==> src/rtl/clk_div_pkg.sv <==
// rtl/clk_div_pkg.sv - shared types and helpers for the clk_div_multi divider
package clk_div_pkg;

  localparam int CNT_W_DEF  = 26;
  localparam int CH_MAX_W   = 4;
  localparam int MIN_PERIOD = 2;

  typedef struct packed {
    logic [CH_MAX_W-1:0]  ch;
    logic [CNT_W_DEF-1:0] period;
    logic [CNT_W_DEF-1:0] low;
  } cfg_t;

  function automatic logic [31:0] clamp_period(input logic [31:0] p);
    return (p < 32'(MIN_PERIOD)) ? 32'(MIN_PERIOD) : p;
  endfunction

endpackage

==> src/rtl/clk_div_chan.sv <==
// rtl/clk_div_chan.sv - one divider channel: counter, live period/low, registered outputs
module clk_div_chan
  import clk_div_pkg::*;
#(
  parameter int               CNT_W      = CNT_W_DEF,
  parameter logic [CNT_W-1:0] RST_PERIOD = CNT_W'(50_000_000),
  parameter logic [CNT_W-1:0] RST_LOW    = CNT_W'(25_000_000)
)(
  input  logic             clk,
  input  logic             rst,
  input  logic             en_i,
  input  logic             load_i,
  input  logic             sync_i,
  input  logic [CNT_W-1:0] cfg_period_i,
  input  logic [CNT_W-1:0] cfg_low_i,
  output logic             wrap_o,
  output logic             div_out_o,
  output logic             tick_o
);

  logic [CNT_W-1:0] cnt_q, cnt_d;
  logic [CNT_W-1:0] period_q, period_d;
  logic [CNT_W-1:0] low_q, low_d;
  logic             div_q, div_d;
  logic             tick_q, tick_d;

  // Loads only happen at cnt==0 boundaries, so the old low still shapes the last cycle.
  always_comb begin
    wrap_o   = en_i && (cnt_q == period_q - CNT_W'(1));
    cnt_d    = '0;
    div_d    = 1'b0;
    tick_d   = 1'b0;
    period_d = period_q;
    low_d    = low_q;
    if (en_i) begin
      div_d  = (cnt_q >= low_q);
      tick_d = wrap_o && !sync_i;
      cnt_d  = (wrap_o || sync_i) ? '0 : cnt_q + CNT_W'(1);
    end
    if (load_i) begin
      period_d = CNT_W'(clamp_period(32'(cfg_period_i)));
      low_d    = cfg_low_i;
    end
  end

  always_ff @(posedge clk or posedge rst) begin
    if (rst) begin
      cnt_q    <= '0;
      period_q <= RST_PERIOD;
      low_q    <= RST_LOW;
      div_q    <= 1'b0;
      tick_q   <= 1'b0;
    end else begin
      cnt_q    <= cnt_d;
      period_q <= period_d;
      low_q    <= low_d;
      div_q    <= div_d;
      tick_q   <= tick_d;
    end
  end

  assign div_out_o = div_q;
  assign tick_o    = tick_q;

endmodule

==> src/rtl/clk_div_multi.sv <==
// rtl/clk_div_multi.sv - multi-channel clock divider with config slot; CLK_DIV_SYNC_EN adds sync_in
module clk_div_multi
  import clk_div_pkg::*;
#(
  parameter int  CH         = 4,
  parameter int  CNT_W      = CNT_W_DEF,
  parameter int  RST_PERIOD = 50_000_000,
  parameter int  RST_LOW    = 25_000_000,
  localparam int CH_W       = (CH > 1) ? $clog2(CH) : 1
)(
  input  logic             clk,
  input  logic             rst,
  input  logic [CH-1:0]    en,
  input  logic             cfg_valid,
  output logic             cfg_ready,
  input  logic [CH_W-1:0]  cfg_ch,
  input  logic [CNT_W-1:0] cfg_period,
  input  logic [CNT_W-1:0] cfg_low,
`ifdef CLK_DIV_SYNC_EN
  input  logic             sync_in,
`endif
  output logic [CH-1:0]    div_out,
  output logic [CH-1:0]    tick
);

  localparam int PKG_W = CNT_W_DEF;

  cfg_t          pend_q, pend_d;
  logic          pend_vld_q, pend_vld_d;
  logic          ch_ok, sync, accept;
  logic [CH-1:0] wrap, load;

`ifdef CLK_DIV_SYNC_EN
  assign sync = sync_in;
`else
  assign sync = 1'b0;
`endif

  // Out-of-range channels are swallowed without occupying the slot.
  if (CH == (1 << CH_W)) begin : g_ch_full
    assign ch_ok = 1'b1;
  end else begin : g_ch_part
    assign ch_ok = (cfg_ch < CH_W'(CH));
  end

  assign cfg_ready = !pend_vld_q;
  assign accept    = cfg_valid && cfg_ready && ch_ok;

  always_comb begin
    pend_vld_d = pend_vld_q;
    pend_d     = pend_q;
    if (|load) pend_vld_d = 1'b0;
    if (accept) begin
      pend_vld_d    = 1'b1;
      pend_d.ch     = CH_MAX_W'(cfg_ch);
      pend_d.period = PKG_W'(cfg_period);
      pend_d.low    = PKG_W'(cfg_low);
    end
  end

  always_ff @(posedge clk or posedge rst) begin
    if (rst) begin
      pend_vld_q <= 1'b0;
      pend_q     <= '0;
    end else begin
      pend_vld_q <= pend_vld_d;
      pend_q     <= pend_d;
    end
  end

  for (genvar g = 0; g < CH; g++) begin : g_chan
    assign load[g] = pend_vld_q && (pend_q.ch == CH_MAX_W'(g)) && (wrap[g] || !en[g]);

    clk_div_chan #(
      .CNT_W      (CNT_W),
      .RST_PERIOD (CNT_W'(RST_PERIOD)),
      .RST_LOW    (CNT_W'(RST_LOW))
    ) u_chan (
      .clk          (clk),
      .rst          (rst),
      .en_i         (en[g]),
      .load_i       (load[g]),
      .sync_i       (sync),
      .cfg_period_i (CNT_W'(pend_q.period)),
      .cfg_low_i    (CNT_W'(pend_q.low)),
      .wrap_o       (wrap[g]),
      .div_out_o    (div_out[g]),
      .tick_o       (tick[g])
    );
  end

endmodule
==> config.mk <==
export PLATFORM = sky130hd
export DESIGN_NAME = clk_div_multi
export DESIGN_NICKNAME = d
export VERILOG_FILES = /design/src/rtl/clk_div_pkg.sv /design/src/rtl/clk_div_chan.sv /design/src/rtl/clk_div_multi.sv
export SDC_FILE = /design/constraint.sdc
export NUM_CORES = 1
export LEC_CHECK = 0
export ABC_CLOCK_PERIOD_IN_PS = 4300
export CAP_MARGIN = 20
export CORE_AREA = 2 2 204 206
export DETAILED_ROUTE_END_ITERATION = 10
export DIE_AREA = 0 0 206 208
export PLACE_DENSITY = 0.77
export SYNTH_ARGS = -nofsm -noshare
export SYNTH_HDL_FRONTEND = slang
export SYNTH_HIERARCHICAL = 1
export SYNTH_SLANG_ARGS = --single-unit
export TNS_END_PERCENT = 10
==> constraint.sdc <==
create_clock -name clk -period 4.3 [get_ports clk]
set_input_delay 0.86 -clock clk [delete_from_list [all_inputs] [get_ports clk]]
set_output_delay 0.86 -clock clk [all_outputs]
set_load 0.02 [all_outputs]
==> qor.txt <==
SYNTH
----------------------------------------------------------------------------------
Fraction of registers with async set or reset after synthesis                1.000
Post-Syn Area                                                           22960 um^2
Top cells by area, synth                                              sky130_fd_sc_hd__dfrtp_1 (30%), sky130_fd_sc_hd__dfstp_2 (11%), sky130_fd_sc_hd__ha_1 (6.1%)
Average footprint of a synthesized cell                                 9.581 um^2
Yosys synthesis warning count                                                    6
Top cell type's share of synthesized area                                   0.3041
Seq/Total Area, Yosys                                                       0.4140
Cells after Synth                                                             2396
Most instantiated flip-flop cell in the synthesis netlist             sky130_fd_sc_hd__dfrtp_1
Synth area leader                                                     sky130_fd_sc_hd__dfrtp_1
Number of flops mapped to enable cells by yosys                                  0
Flop and latch count out of synthesis                                          375
Count of unique library cells instantiated by Yosys                             64

GRT
----------------------------------------------------------------------------------
GRT Max-Usage Layer                                                           met2
Total grt overflow                                                               0
Pin count of the biggest net entering global routing                            81
Fraction of met3 tracks used by global routing                             0.07065
Via count of the first global-routing pass                                  18.38k
Initial antenna violation count                                                  1
Met2 routing resource usage after global routing                            0.4852
GRT Resource Usage Total                                                    0.3104
Fraction of met1 tracks used by global routing                              0.4096
Wire length of the first global-routing pass                              103.2 mm

CTS
----------------------------------------------------------------------------------
Clk slew on worst S/H paths                                                0.06 ns
Sinks on the clock net                                                         375
Later-pin clock latency in the skew report                                 0.58 ns
Longest Clk Path Bufs                                                            3
CTS Root Buffer Type                                                  sky130_fd_sc_hd__clkbuf_16
Total clock buffers created by CTS                                              41
Cts hold-fix bufs                                                                0
H-tree level count                                                               2
Clock tree from TritonCTS                                                     done

CRITICAL PATH
----------------------------------------------------------------------------------
Depth of the worst register-to-register path                                    14
R2R Path Start                                                        g_chan[2].u_chan/period_q[0]$_DFFE_PP0P_
Largest fanout of any net on the critical path                                  20
Buffers plus inverters on the worst setup path                                   3
Crit-path leading delay family                                        simple AND/OR/NAND/NOR gates
Required time at the worst-slack endpoint                                  4.81 ns
Setup Crit Path Kind                                                    reg -> reg
Data arrival time of the worst path                                        4.57 ns
Crit path depth                                                                 14
Longest individual stage delay on the worst path                           0.61 ns
Reg2reg end                                                           g_chan[2].u_chan/period_q[17]$_DFFE_PP1P_
Startpoint Class                                                          register
Kind of end point of the critical path                                    register
Critical Path, Cell by Cell                                           inv_1, ha_1, or4b_1, or4_1, a21oi_1, nor3_1, a2111oi_1, nand4b_1, nor3b_1, nor2b_1, nor4b_4, buf_4, buf_6, mux2_2
Setup slack of the worst register-to-register path                         0.24 ns
Crit-path slowest cell                                                sky130_fd_sc_hd__or4b_1

CELLS AND AREA
----------------------------------------------------------------------------------
Area growth syn-to-layout                                                   12.37%
Non-filler instance count after layout                                        3032
Most common cell after layout, fill and taps aside                    sky130_fd_sc_hd__dfrtp_1
Most frequent cells in the layout                                     sky130_fd_sc_hd__dfrtp_1 (279), sky130_fd_sc_hd__nand2_1 (276), sky130_fd_sc_hd__nor2_1 (196), sky130_fd_sc_hd__o21ai_0 (141), sky130_fd_sc_hd__inv_1 (123)
Share of final-layout standard cells stronger than drive strength 1         0.1694
NumNets Final                                                                 2638
Total non-filler cell area in the finished layout                       25790 um^2

ROUTING
----------------------------------------------------------------------------------
Post-DR wirelength/cell                                                   21.88 um
Number of nets with antenna violations after routing                             0
Routed WL                                                                 66.33 mm
Detailed Routing Iterations Pass 1                                               7
DRC violations left                                                              0
Via count                                                                   18.70k
Post-DR vias/cell                                                            6.168
Initial DRC Count                                                             1632

TIMING
----------------------------------------------------------------------------------
Total count of max-transition violations in the final report                     0
Clock period minus final worst setup slack                                4.062 ns
Layout Skew                                                             0.02088 ns
Setup Viol. Count Final                                                          0
Transition at the pin with the smallest max-transition slack             0.9026 ns
Normalized max-slew margin                                                  0.3983
Maximum clock rate                                                      0.2462 GHz
Final cycle utilization of the critical path                                0.9446
Final Hold Violating Endpoints                                                   0

FLOORPLAN
----------------------------------------------------------------------------------
Die width                                                                   206 um
Initial core utilization                                                    0.5661
Floorplan die area                                                      42850 um^2
Site row count                                                                  74
Die extent in y                                                             208 um
Std-Cell Core Area                                                      40550 um^2
I/O pin count                                                                   70

HOLD PATH
----------------------------------------------------------------------------------
Cell depth of the worst min-delay path                                           2
Worst hold start                                                      g_chan[3].u_chan/low_q[6]$_DFFE_PP1P_
End point of the most critical hold path                              g_chan[3].u_chan/low_q[6]$_DFFE_PP1P_
Worst min-delay path category                                           reg -> reg

RUN
----------------------------------------------------------------------------------
Maxcap violations                                                                0

PLACE
----------------------------------------------------------------------------------
Total instance count after detailed placement                                 2947
Cell area after placement                                               24340 um^2
Detailed placer's ending HPWL                                             46.44 mm
Placer's final routability congestion estimate                              0.9547
PortBufs                                                                        69

RUN STATUS
----------------------------------------------------------------------------------
Outcome                                                               finished clean

POWER AND IR DROP
----------------------------------------------------------------------------------
Power density over the cells                                          641.5 nW/um^2
Max IR drop VDD                                                           435.5 uV
Leakage power summed over all cells                                       11.18 nW

## how the worst max path moves through the flow
stage                                                         from                                         to  slack [ns]
after floorplan           g_chan[0].u_chan/period_q[5]$_DFFE_PP0P_   g_chan[0].u_chan/period_q[0]$_DFFE_PP0P_        0.13
after global placement    g_chan[0].u_chan/period_q[6]$_DFFE_PP0P_      g_chan[0].u_chan/low_q[0]$_DFFE_PP0P_        0.16
after detailed placement  g_chan[0].u_chan/period_q[6]$_DFFE_PP0P_   g_chan[0].u_chan/period_q[1]$_DFFE_PP0P_        0.04
after CTS                 g_chan[0].u_chan/period_q[6]$_DFFE_PP0P_   g_chan[0].u_chan/period_q[1]$_DFFE_PP0P_        0.03
after global routing      g_chan[2].u_chan/period_q[0]$_DFFE_PP0P_   g_chan[2].u_chan/period_q[3]$_DFFE_PP0P_       -0.02
final                     g_chan[2].u_chan/period_q[0]$_DFFE_PP0P_  g_chan[2].u_chan/period_q[17]$_DFFE_PP1P_        0.24
## cells in the mapped netlist (72+ instances only)
library cell                 n
sky130_fd_sc_hd__nand2_1   276
sky130_fd_sc_hd__dfrtp_1   279
sky130_fd_sc_hd__xor2_1    104
sky130_fd_sc_hd__mux2_2    105
sky130_fd_sc_hd__o21ai_0   141
sky130_fd_sc_hd__clkbuf_1   84
sky130_fd_sc_hd__nand4_1    72
sky130_fd_sc_hd__inv_1     128
sky130_fd_sc_hd__nor2_1    196
sky130_fd_sc_hd__nand3_1    73
sky130_fd_sc_hd__dfstp_2    96
sky130_fd_sc_hd__xnor2_1   116
sky130_fd_sc_hd__ha_1      112
## through the flow
step	hold WS, ns	total power [mW]	setup TNS, ns	worst slack, ns	utilization
global placement	0.4802	12.44	0	0.1624	0.6001
detailed placement	0.4841	12.71	0	0.04270	0.6001
finish	0.4894	16.55	0	0.2384	0.6361
CTS	0.4943	16.31	0	0.02935	0.6331
global route	0.5011	17.39	-0.1483	-0.01865	0.6359
floorplan	0.4631	10.45	0	0.1258	-
## worst min-delay path: stages, from the launching register on
cell and delay, ns:
sky130_fd_sc_hd__dfstp_2 0.36, sky130_fd_sc_hd__inv_1 0.06, sky130_fd_sc_hd__o21ai_0 0.07
## registers in the layout, indices dropped and copies added, names as in the netlist
register,count
g_chan.u_chan/period_q,104
g_chan.u_chan/div_out_o,4
g_chan.u_chan/low_q,104
g_chan.u_chan/cnt_q,104
g_chan.u_chan/tick_o,4
pend_q,54
pend_vld_q,1
## layout make-up
type	count	area, um^2
clock inverters	14	133.9
inverters	129	489.2
multi-input cells	1781	12460
repair buffers	137	1335
fillers	3327	14760
flip-flops and latches	375	9504
diodes	3	7.507
clock buffers	61	1202
well taps	532	665.6
## kinds of logic (layout without fill, tap and decap cells)
logic type / Yosys count / after routing / synth area share
AND/OR/NAND/NOR: 943 / 943 / 0.2095
flip-flops: 375 / 375 / 0.4140
AO/OA/AOI/OAI: 340 / 340 / 0.09871
buffers and inverters: 247 / 341 / 0.04731
XOR/XNOR: 220 / 220 / 0.08394
multiplexers: 158 / 158 / 0.08530
adder cells (fa/ha/maj): 112 / 112 / 0.06105
other: 1 / 11 / 0.0001634
## power by group
part,total [mW],switching [mW],leakage (nW),internal (mW)
sequential,7.31,2.23,4.57,5.08
clock,3.55,1.49,0.661,2.06
combinational,5.68,2.98,5.94,2.70
## metal layers
layer / wire [um] / vias to the layer above
li1: - / 8576
met1: 26930 / 9149
met2: 30620 / 782
met3: 5760 / 192
met4: 3002 / 2
met5: 16 / -
## timing repair
item	4_1_cts	5_1_grt
hold endpoints to repair	0	0
buffers inserted	0	3
endpoints found under the setup margin	0	99
resized for setup	0	7
No activity file was read; power rests on OpenSTA's default activity.
